## src/rtl/act_arb_pkg.sv

```systemverilog
// Shared types and constants for the activation-memory write arbiter.
// Holds the arbiter state encoding, the default drain burst length and counter widths.
package act_arb_pkg;

  typedef enum logic [1:0] {
    ST_IDLE  = 2'd0,
    ST_EXT   = 2'd1,
    ST_DRAIN = 2'd2
  } arb_state_e;

  localparam int NB_DRAIN_WORDS_DEF = 16;
  localparam int XFER_CNT_W         = 4;
  localparam int STALL_CNT_W        = 16;

endpackage

```

## src/rtl/act_mem_write_arbiter.sv

```systemverilog
// Arbitrates the single activation-memory write port between the external load stream and PE-array drains.
// Optional macro ACT_ARB_STALL_CNT_EN adds a saturating counter of stalled external-stream cycles.
module act_mem_write_arbiter
  import act_arb_pkg::*;
#(
  parameter int MEM_BW         = 128,
  parameter int ADDR_WIDTH_ACT = 14,
  parameter int NB_DRAIN_WORDS = NB_DRAIN_WORDS_DEF
) (
  input  logic                      clk,
  input  logic                      arst_n_in,
  input  logic                      ext_valid,
  output logic                      ext_ready,
  input  logic [ADDR_WIDTH_ACT-1:0] ext_addr,
  input  logic [MEM_BW-1:0]         ext_data,
  input  logic                      drain_req,
  input  logic [ADDR_WIDTH_ACT-1:0] drain_base_addr,
  input  logic [MEM_BW-1:0]         packed_data,
  output logic [3:0]                mem_transfer_counter,
  output logic                      outputs_to_memory_flag,
  output logic                      mem_csb,
  output logic [ADDR_WIDTH_ACT-1:0] mem_addr,
  output logic [MEM_BW-1:0]         mem_din,
  output logic                      drain_done,
  output logic                      busy,
  output logic [15:0]               stall_cnt
);

  localparam logic [XFER_CNT_W-1:0] CNT_LAST = XFER_CNT_W'(NB_DRAIN_WORDS - 1);

  arb_state_e                state_q, state_d;
  logic                      pending_q;
  logic [ADDR_WIDTH_ACT-1:0] pend_base_q;
  logic [ADDR_WIDTH_ACT-1:0] act_base_q;
  logic [XFER_CNT_W-1:0]     cnt_q;
  logic                      run_q;
  logic                      done_p1;
  logic [ADDR_WIDTH_ACT-1:0] addr_p1;
  logic [MEM_BW-1:0]         din_p1;

  logic drain_any;
  logic in_drain;
  logic last_word;
  logic ext_wr;
  logic burst_start;

  // A request arriving this cycle counts as pending so the drain starts on the very next cycle.
  assign drain_any   = pending_q | drain_req;
  assign in_drain    = (state_q == ST_DRAIN);
  assign last_word   = in_drain && (cnt_q == CNT_LAST);
  assign ext_ready   = run_q && !in_drain && !drain_any;
  assign ext_wr      = ext_valid && ext_ready;
  assign burst_start = (state_d == ST_DRAIN) && (!in_drain || last_word);

  always_ff @(posedge clk or negedge arst_n_in) begin
    if (!arst_n_in) state_q <= ST_IDLE;
    else            state_q <= state_d;
  end

  always_comb begin
    state_d = state_q;
    case (state_q)
      ST_IDLE, ST_EXT: begin
        if (drain_any)   state_d = ST_DRAIN;
        else if (ext_wr) state_d = ST_EXT;
        else             state_d = ST_IDLE;
      end
      ST_DRAIN: begin
        if (last_word) state_d = drain_any ? ST_DRAIN : ST_IDLE;
      end
      default: state_d = ST_IDLE;
    endcase
  end

  always_comb begin
    mem_csb                = 1'b1;
    mem_addr               = addr_p1;
    mem_din                = din_p1;
    outputs_to_memory_flag = 1'b0;
    if (in_drain) begin
      mem_csb                = 1'b0;
      mem_addr               = act_base_q + ADDR_WIDTH_ACT'(cnt_q);
      mem_din                = packed_data;
      outputs_to_memory_flag = 1'b1;
    end else if (ext_wr) begin
      mem_csb  = 1'b0;
      mem_addr = ext_addr;
      mem_din  = ext_data;
    end
  end

  // Only one pending slot: a later request overwrites the latched base.
  always_ff @(posedge clk or negedge arst_n_in) begin
    if (!arst_n_in) begin
      pending_q   <= 1'b0;
      pend_base_q <= '0;
      act_base_q  <= '0;
      cnt_q       <= '0;
      run_q       <= 1'b0;
    end else begin
      run_q <= 1'b1;
      if (burst_start)    pending_q <= 1'b0;
      else if (drain_req) pending_q <= 1'b1;
      if (drain_req) pend_base_q <= drain_base_addr;
      if (burst_start) act_base_q <= drain_req ? drain_base_addr : pend_base_q;
      if (in_drain && !last_word) cnt_q <= cnt_q + 1'b1;
      else                        cnt_q <= '0;
    end
  end

  // Stage p1: completion pulse and hold registers for the write port.
  always_ff @(posedge clk or negedge arst_n_in) begin
    if (!arst_n_in) begin
      done_p1 <= 1'b0;
      addr_p1 <= '0;
      din_p1  <= '0;
    end else begin
      done_p1 <= last_word;
      addr_p1 <= mem_addr;
      din_p1  <= mem_din;
    end
  end

  assign mem_transfer_counter = cnt_q;
  assign drain_done           = done_p1;
  assign busy                 = (state_q != ST_IDLE) || pending_q;

`ifdef ACT_ARB_STALL_CNT_EN
  function automatic logic [STALL_CNT_W-1:0] sat_inc(input logic [STALL_CNT_W-1:0] v);
    return (v == '1) ? v : v + 1'b1;
  endfunction

  logic [STALL_CNT_W-1:0] stall_q;

  always_ff @(posedge clk or negedge arst_n_in) begin
    if (!arst_n_in)                   stall_q <= '0;
    else if (ext_valid && !ext_ready) stall_q <= sat_inc(stall_q);
  end

  assign stall_cnt = stall_q;
`else
  assign stall_cnt = '0;
`endif

endmodule

```

## config.mk

```make
export PLATFORM = sky130hd
export DESIGN_NAME = act_mem_write_arbiter
export DESIGN_NICKNAME = d
export VERILOG_FILES = /design/src/rtl/act_arb_pkg.sv /design/src/rtl/act_mem_write_arbiter.sv
export SDC_FILE = /design/constraint.sdc
export NUM_CORES = 1
export LEC_CHECK = 0
export CORE_AREA = 2 2 178 180
export CTS_CLUSTER_SIZE = 40
export DETAILED_ROUTE_END_ITERATION = 8
export DIE_AREA = 0 0 180 182
export PLACE_DENSITY_LB_ADDON = 0.08
export SLEW_MARGIN = 20
export SYNTH_ARGS = -nofsm -noshare
export SYNTH_HDL_FRONTEND = slang
export SYNTH_SLANG_ARGS = --single-unit
export TNS_END_PERCENT = 5
```

## constraint.sdc

```tcl
create_clock -name clk -period 2.1 [get_ports clk]
set_input_delay 0.315 -clock clk [delete_from_list [all_inputs] [get_ports clk]]
set_output_delay 0.315 -clock clk [all_outputs]
set_load 0.1 [all_outputs]
```

Word-level counts from Yosys, hierarchy flattened
Index checks and enable logic that the tools add are counted.

word-level totals
  register bits after elaboration = 179
  input bits = 288
  output and inout bits = 167
  logic and storage cells = 47

cells by class
  add/sub/neg operators = 2
  equal/unequal tests = 4
  mux-type cells = 16
  bitwise operators = 1
  reductions and logical operators = 15

operator list
  cell                                                                   number
  128-bit 2-to-1 mux                                                     2
  14-bit 2-to-1 mux                                                      3
  14-bit by 4-bit adder with 14-bit output                               1
  1-bit logical AND                                                      6
  1-bit 2-to-1 mux                                                       6
  2-bit 2-to-1 mux                                                       3
  4-bit by 1-bit adder with 4-bit output, second input constant          1
  2-bit equality test, second input constant                             2
  4-bit equality test, second input constant                             1
  4-bit 2-to-1 mux                                                       1
  2-bit one-hot mux with 2 select lines                                  1
  2-bit nonzero test                                                     2
  1-bit logical NOT                                                      3
  2-bit by 1-bit equality test with 1-bit output, second input constant  1
  2-bit logical NOT                                                      1
  1-bit logical OR                                                       2
  2-bit OR reduction                                                     1
  1-bit bitwise OR                                                       1

Longest topological paths before layout
  depth in word-level cells = 11
  depth in mapped cells = 8

Least setup slack after synthesis
OpenSTA, ideal clock, no wires.

  path type = register -> register
  start = register cnt_q[0] (netlist: mem_transfer_counter[0])
  end = register addr_p1[10]
  library setup time = 353 ps
  arrival = 4392 ps
  data required time = 1747 ps
  setup slack = -2645 ps
  stages on the path, launching flop included = 7
  period minus slack after synthesis = 4745 ps
  cell sequence = dfrtp_1 -> ha_1 -> fa_1 -> a211oi_1 -> nor4b_1 -> xnor2_1 -> o21ai_0

on the way
  longest elaborated chain between the ends = 2

ends and longest elaborated chain
  item                                      line                          source
  from (decl)                               act_mem_write_arbiter.sv:35   logic [XFER_CNT_W-1:0] cnt_q;
  from (signal assigned)                    act_mem_write_arbiter.sv:106  if (in_drain && !last_word) cnt_q <= cnt_q + 1'b1;
  14-bit by 4-bit adder with 14-bit output  act_mem_write_arbiter.sv:82   mem_addr = act_base_q + ADDR_WIDTH_ACT'(cnt_q);
  14-bit 2-to-1 mux                         act_mem_write_arbiter.sv:80   if (in_drain) begin
  via mem_addr[10]                          act_mem_write_arbiter.sv:22   output logic [ADDR_WIDTH_ACT-1:0] mem_addr,
  to (signal assigned)                      act_mem_write_arbiter.sv:119  addr_p1 <= mem_addr;
  to (decl)                                 act_mem_write_arbiter.sv:38   logic [ADDR_WIDTH_ACT-1:0] addr_p1;

The timed path passes the listed nets, and every way through them passes these cells.
A chain may end at the register's enable or synchronous reset.

Worst setup path after layout
  start = register cnt_q[0] (netlist: mem_transfer_counter[0])
  end = output mem_addr[10]

on the way
  longest elaborated chain between the ends = 2

ends and longest elaborated chain
  item                                      line
  14-bit by 4-bit adder with 14-bit output  act_mem_write_arbiter.sv:82
  14-bit 2-to-1 mux                         act_mem_write_arbiter.sv:80
  to (decl)                                 act_mem_write_arbiter.sv:22

No other way between the ends.

==> flow_metrics.tcl <==
set metrics [dict create \
    number_of_buffers_added_by_the_clock_tree_synthesis_step 17 \
    reg2reg_slack_ns 0 \
    worst_setup_path_start_kind "flip-flop" \
    antenna_violations_before_repair 0 \
    core_region_area_sq_um 30990 \
    post-route-drc-count 0 \
    cp_common_cell "buf_4" \
    mappedNetlistArea_sq_um 7662 \
    dr_total_vias 7307 \
    violations_in_the_final_reports "negative setup slack" \
    synth-warning-count 0 \
    timing.critical_path.arrival_ns 2.64 \
    placedCellCount 1514 \
    fin_area_sq_um 15690 \
    first_global_vias 7546 \
    timing.final.ws_setup_ns -0.8569 \
    globalRoute.totalOverflow 0 \
    clkSinkCount 179 \
    clock_tree_from_tritoncts "done" \
    floorplan.initialDensity_pct 24.73 \
    filler_cell_count 2750 \
    cts-htree-levels 4 \
    synth-seq-area-share_pct 58.46 \
    timing.critical_path.to_type "output port" \
    wl_per_cell_um 21.55 \
    synthesis.area_per_instance_sq_um 12.12 \
    flip_flop_and_latch_count_after_synthesis 179 \
    setup_violations 144 \
    synthesis.instances 632 \
    run_status "finished with violations" \
    pre_cts_slack_ns -0.4473 \
    max_freq_ghz 0.3382 \
    gp_routability_congestion 0.7692 \
    die_area_sq_um 32760 \
    grt_start_max_net_pins 71 \
    cp.required_ns 1.78 \
    leading_cell_type_in_the_layout_fill_and_taps_excluded "clkdlybuf4s50_1" \
    final-seq-area_sq_um 4494 \
    path_clk_slew_ns 0.07 \
    final_cell_mix "clkdlybuf4s50_1 (286), dfrtp_1 (175), buf_12 (168)" \
    detail-route-antenna-nets 0 \
    timing.hold.worst.class "primary input to asynchronous set/reset pin" \
    final_max_slew_viol_count 0 \
    antenna_cells_inserted 0 \
    die_height_um 182 \
    viasPerCell 4.699 \
    leakage_nw 7.278 \
    ff2ff_path_depth 8 \
    worst_slew_pin_slew_ns 0.4950 \
    timing.max_slew.rel_slack_pct 66.78 \
    drt_iter0_drc 737 \
    rows 65 \
    cap_viol_max_count 0 \
    drive_above_1_share_pct 31.05 \
    num-nets-final 1435 \
    setup_tns_ns -60.87 \
    clock-skew-final_ns 0.01113 \
    timing.final.hold_violations 0 \
    final_cell_count_no_fill 1555 \
    num_io_pins 455 \
    unrepaired_setup_endpoints_after_global_routing "true" \
    dr.pass1.iters 8 \
    placement.cell_area_sq_um 14840 \
    finalCriticalPeriod_ns 2.957 \
    route.final.wire_length_um 33510 \
    numPortBuffers 438 \
    ctsLongestPathBuffers 2 \
    post-dp-hpwl_um 24950 \
    worstPathCellList "ha_4, fa_2, a211oi_4, buf_4, buf_4, nor4b_2, xnor2_2, o21ai_4, buf_12" \
    ys_types 44 \
    cellPowerDensity_nw_per_um2 666.6 \
    wire_length_of_the_first_global_routing_pass_um 48900 \
    chipWidth_um 180 \
    critical_path.slowest_cell "dfrtp_4" \
    total_area_of_multi_input_combinational_cells_sq_um 2666 \
    track_usage_pct 19.77 \
    crit_type "flip-flop to output port" \
    delay_of_the_slowest_critical_path_stage_ns 0.49 \
    worst-path-max-fanout 3 \
    area_growth_pct 104.7 \
    cts_root_buffer "clkbuf_16" \
    clk-insertion-delay-late_ns 0.45 \
    period_share_pct 140.8 \
    irDropWorstVdd_v 0.0005187 \
]
[what timing repair did]
| item | CTS | global route |
|---|---|---|
| endpoints found under the setup margin | 145 | 149 |
| gates resized for setup | 16 | 16 |
| hold endpoints to repair | 36 | 0 |
| hold buffers | 1 | 0 |
| pin swaps | 9 | 58 |
| buffers inserted | 1 | 6 |
| cloned | 0 | 3 |
[routing by layer]
layer	track usage [%]	vias to the layer above	wire [um]
met5	0	-	0
met3	5.195	28	2084
li1	-	3381	-
met4	5.528	0	580
met1	25.15	3629	14060
met2	33.16	269	16780
[sequential cells by signal (all words and copies together), names as in the netlist]
register and flops:
din_p1 128, act_base_q 14, addr_p1 14, pend_base_q 14
mem_transfer_counter 4, state_q 2, drain_done 1, pending_q 1
run_q 1
[cells in the mapped netlist, drive strengths merged]
cell     number  share of area, %
dfrtp       179                58
a222oi      131                17
inv         131               6.4
buf          46               4.2
mux2         28               4.1
clkbuf       22               1.1
nand3        11              0.72
a22oi        10              0.98
nor2          9              0.47
o21ai         7              0.46
and3          6              0.49
ha            5              0.82
xnor2         5              0.57
nand2         4              0.20
or4           3              0.29
xor2          3              0.34
a211oi        2              0.20
a21o          2              0.20
a21oi         2              0.13
and2          2              0.16
and4          2              0.26
conb          2             0.098
nand4         2              0.16
nor3          2              0.13
o211ai        2              0.20
a221o         1              0.13
a221oi        1              0.20
a2bb2oi       1              0.11
a31o          1              0.11
a31oi         1              0.16
fa            1              0.26
mux2i         1              0.13
nand2b        1             0.082
nand4b        1              0.11
nor2b         1             0.082
nor3b         1             0.098
nor4b         1              0.11
o21a          1             0.098
or3           1             0.082
[power breakdown]
group          switching [mW]  internal, mW
combinational            2.08          1.47
clock                    1.47          1.67
sequential             0.0967          3.67
total                    3.65          6.81
[layout make-up]
type | count | share of cell area, %
timing repair buffer | 543 | 44.46
sequential | 179 | 28.65
multi-input combinational | 269 | 17.00
tap | 402 | 3.207
inverter | 131 | 3.151
clock buffer | 20 | 2.848
clock inverter | 11 | 0.6780
[cells by family (layout without fill, tap and decap cells)]
| kind of cell | Yosys count | in the layout | share of synthesized area, % |
|---|---|---|---|
| AO/OA/AOI/OAI | 162 | 162 | 20.08 |
| XOR/XNOR | 8 | 8 | 0.9145 |
| adder cells (fa/ha/maj) | 6 | 6 | 1.078 |
| buffers and inverters | 199 | 705 | 11.66 |
| flip-flops | 179 | 179 | 58.46 |
| multiplexers | 29 | 29 | 4.246 |
| other | 2 | 17 | 0.09801 |
| AND/OR/NAND/NOR | 47 | 47 | 3.462 |
[worst max-delay path: cells and delay by family (launching register included)]
family / cells / cell delay [ns]
adder cells (fa/ha/maj): 2 / 0.55
AO/OA/AOI/OAI: 2 / 0.50
flip-flops: 1 / 0.49
buffers and inverters: 3 / 0.43
XOR/XNOR: 1 / 0.19
AND/OR/NAND/NOR: 1 / 0.04
[final timing paths]
path,from,endpoint
worst max register to register,mem_transfer_counter[0]$_DFF_PN0_,addr_p1[10]$_DFF_PN0_
min in group clk,pend_base_q[13]$_DFF_PN0_,pend_base_q[13]$_DFF_PN0_
worst min register to register,pend_base_q[13]$_DFF_PN0_,pend_base_q[13]$_DFF_PN0_
worst max-delay path,mem_transfer_counter[0]$_DFF_PN0_,mem_addr[10]
max in group asynchronous,arst_n_in,din_p1[113]$_DFF_PN0_
worst min-delay path,arst_n_in,din_p1[112]$_DFF_PN0_
[stage by stage]
| step | util (%) | total power, mW | hold slack (ns) |
|---|---|---|---|
| 6_report | 50.62 | 10.46 | 0.3969 |
| 4_1_cts | 50.04 | 10.56 | 0.3956 |
| 2_1_floorplan | - | 5.674 | 0.01941 |
| 5_1_grt | 50.62 | 10.83 | 0.4356 |
| 3_3_place_gp | 47.90 | 7.331 | 0.2739 |
| 3_5_place_dp | 47.90 | 7.346 | 0.2731 |
Note: power is estimated with default switching activity, not from simulation.
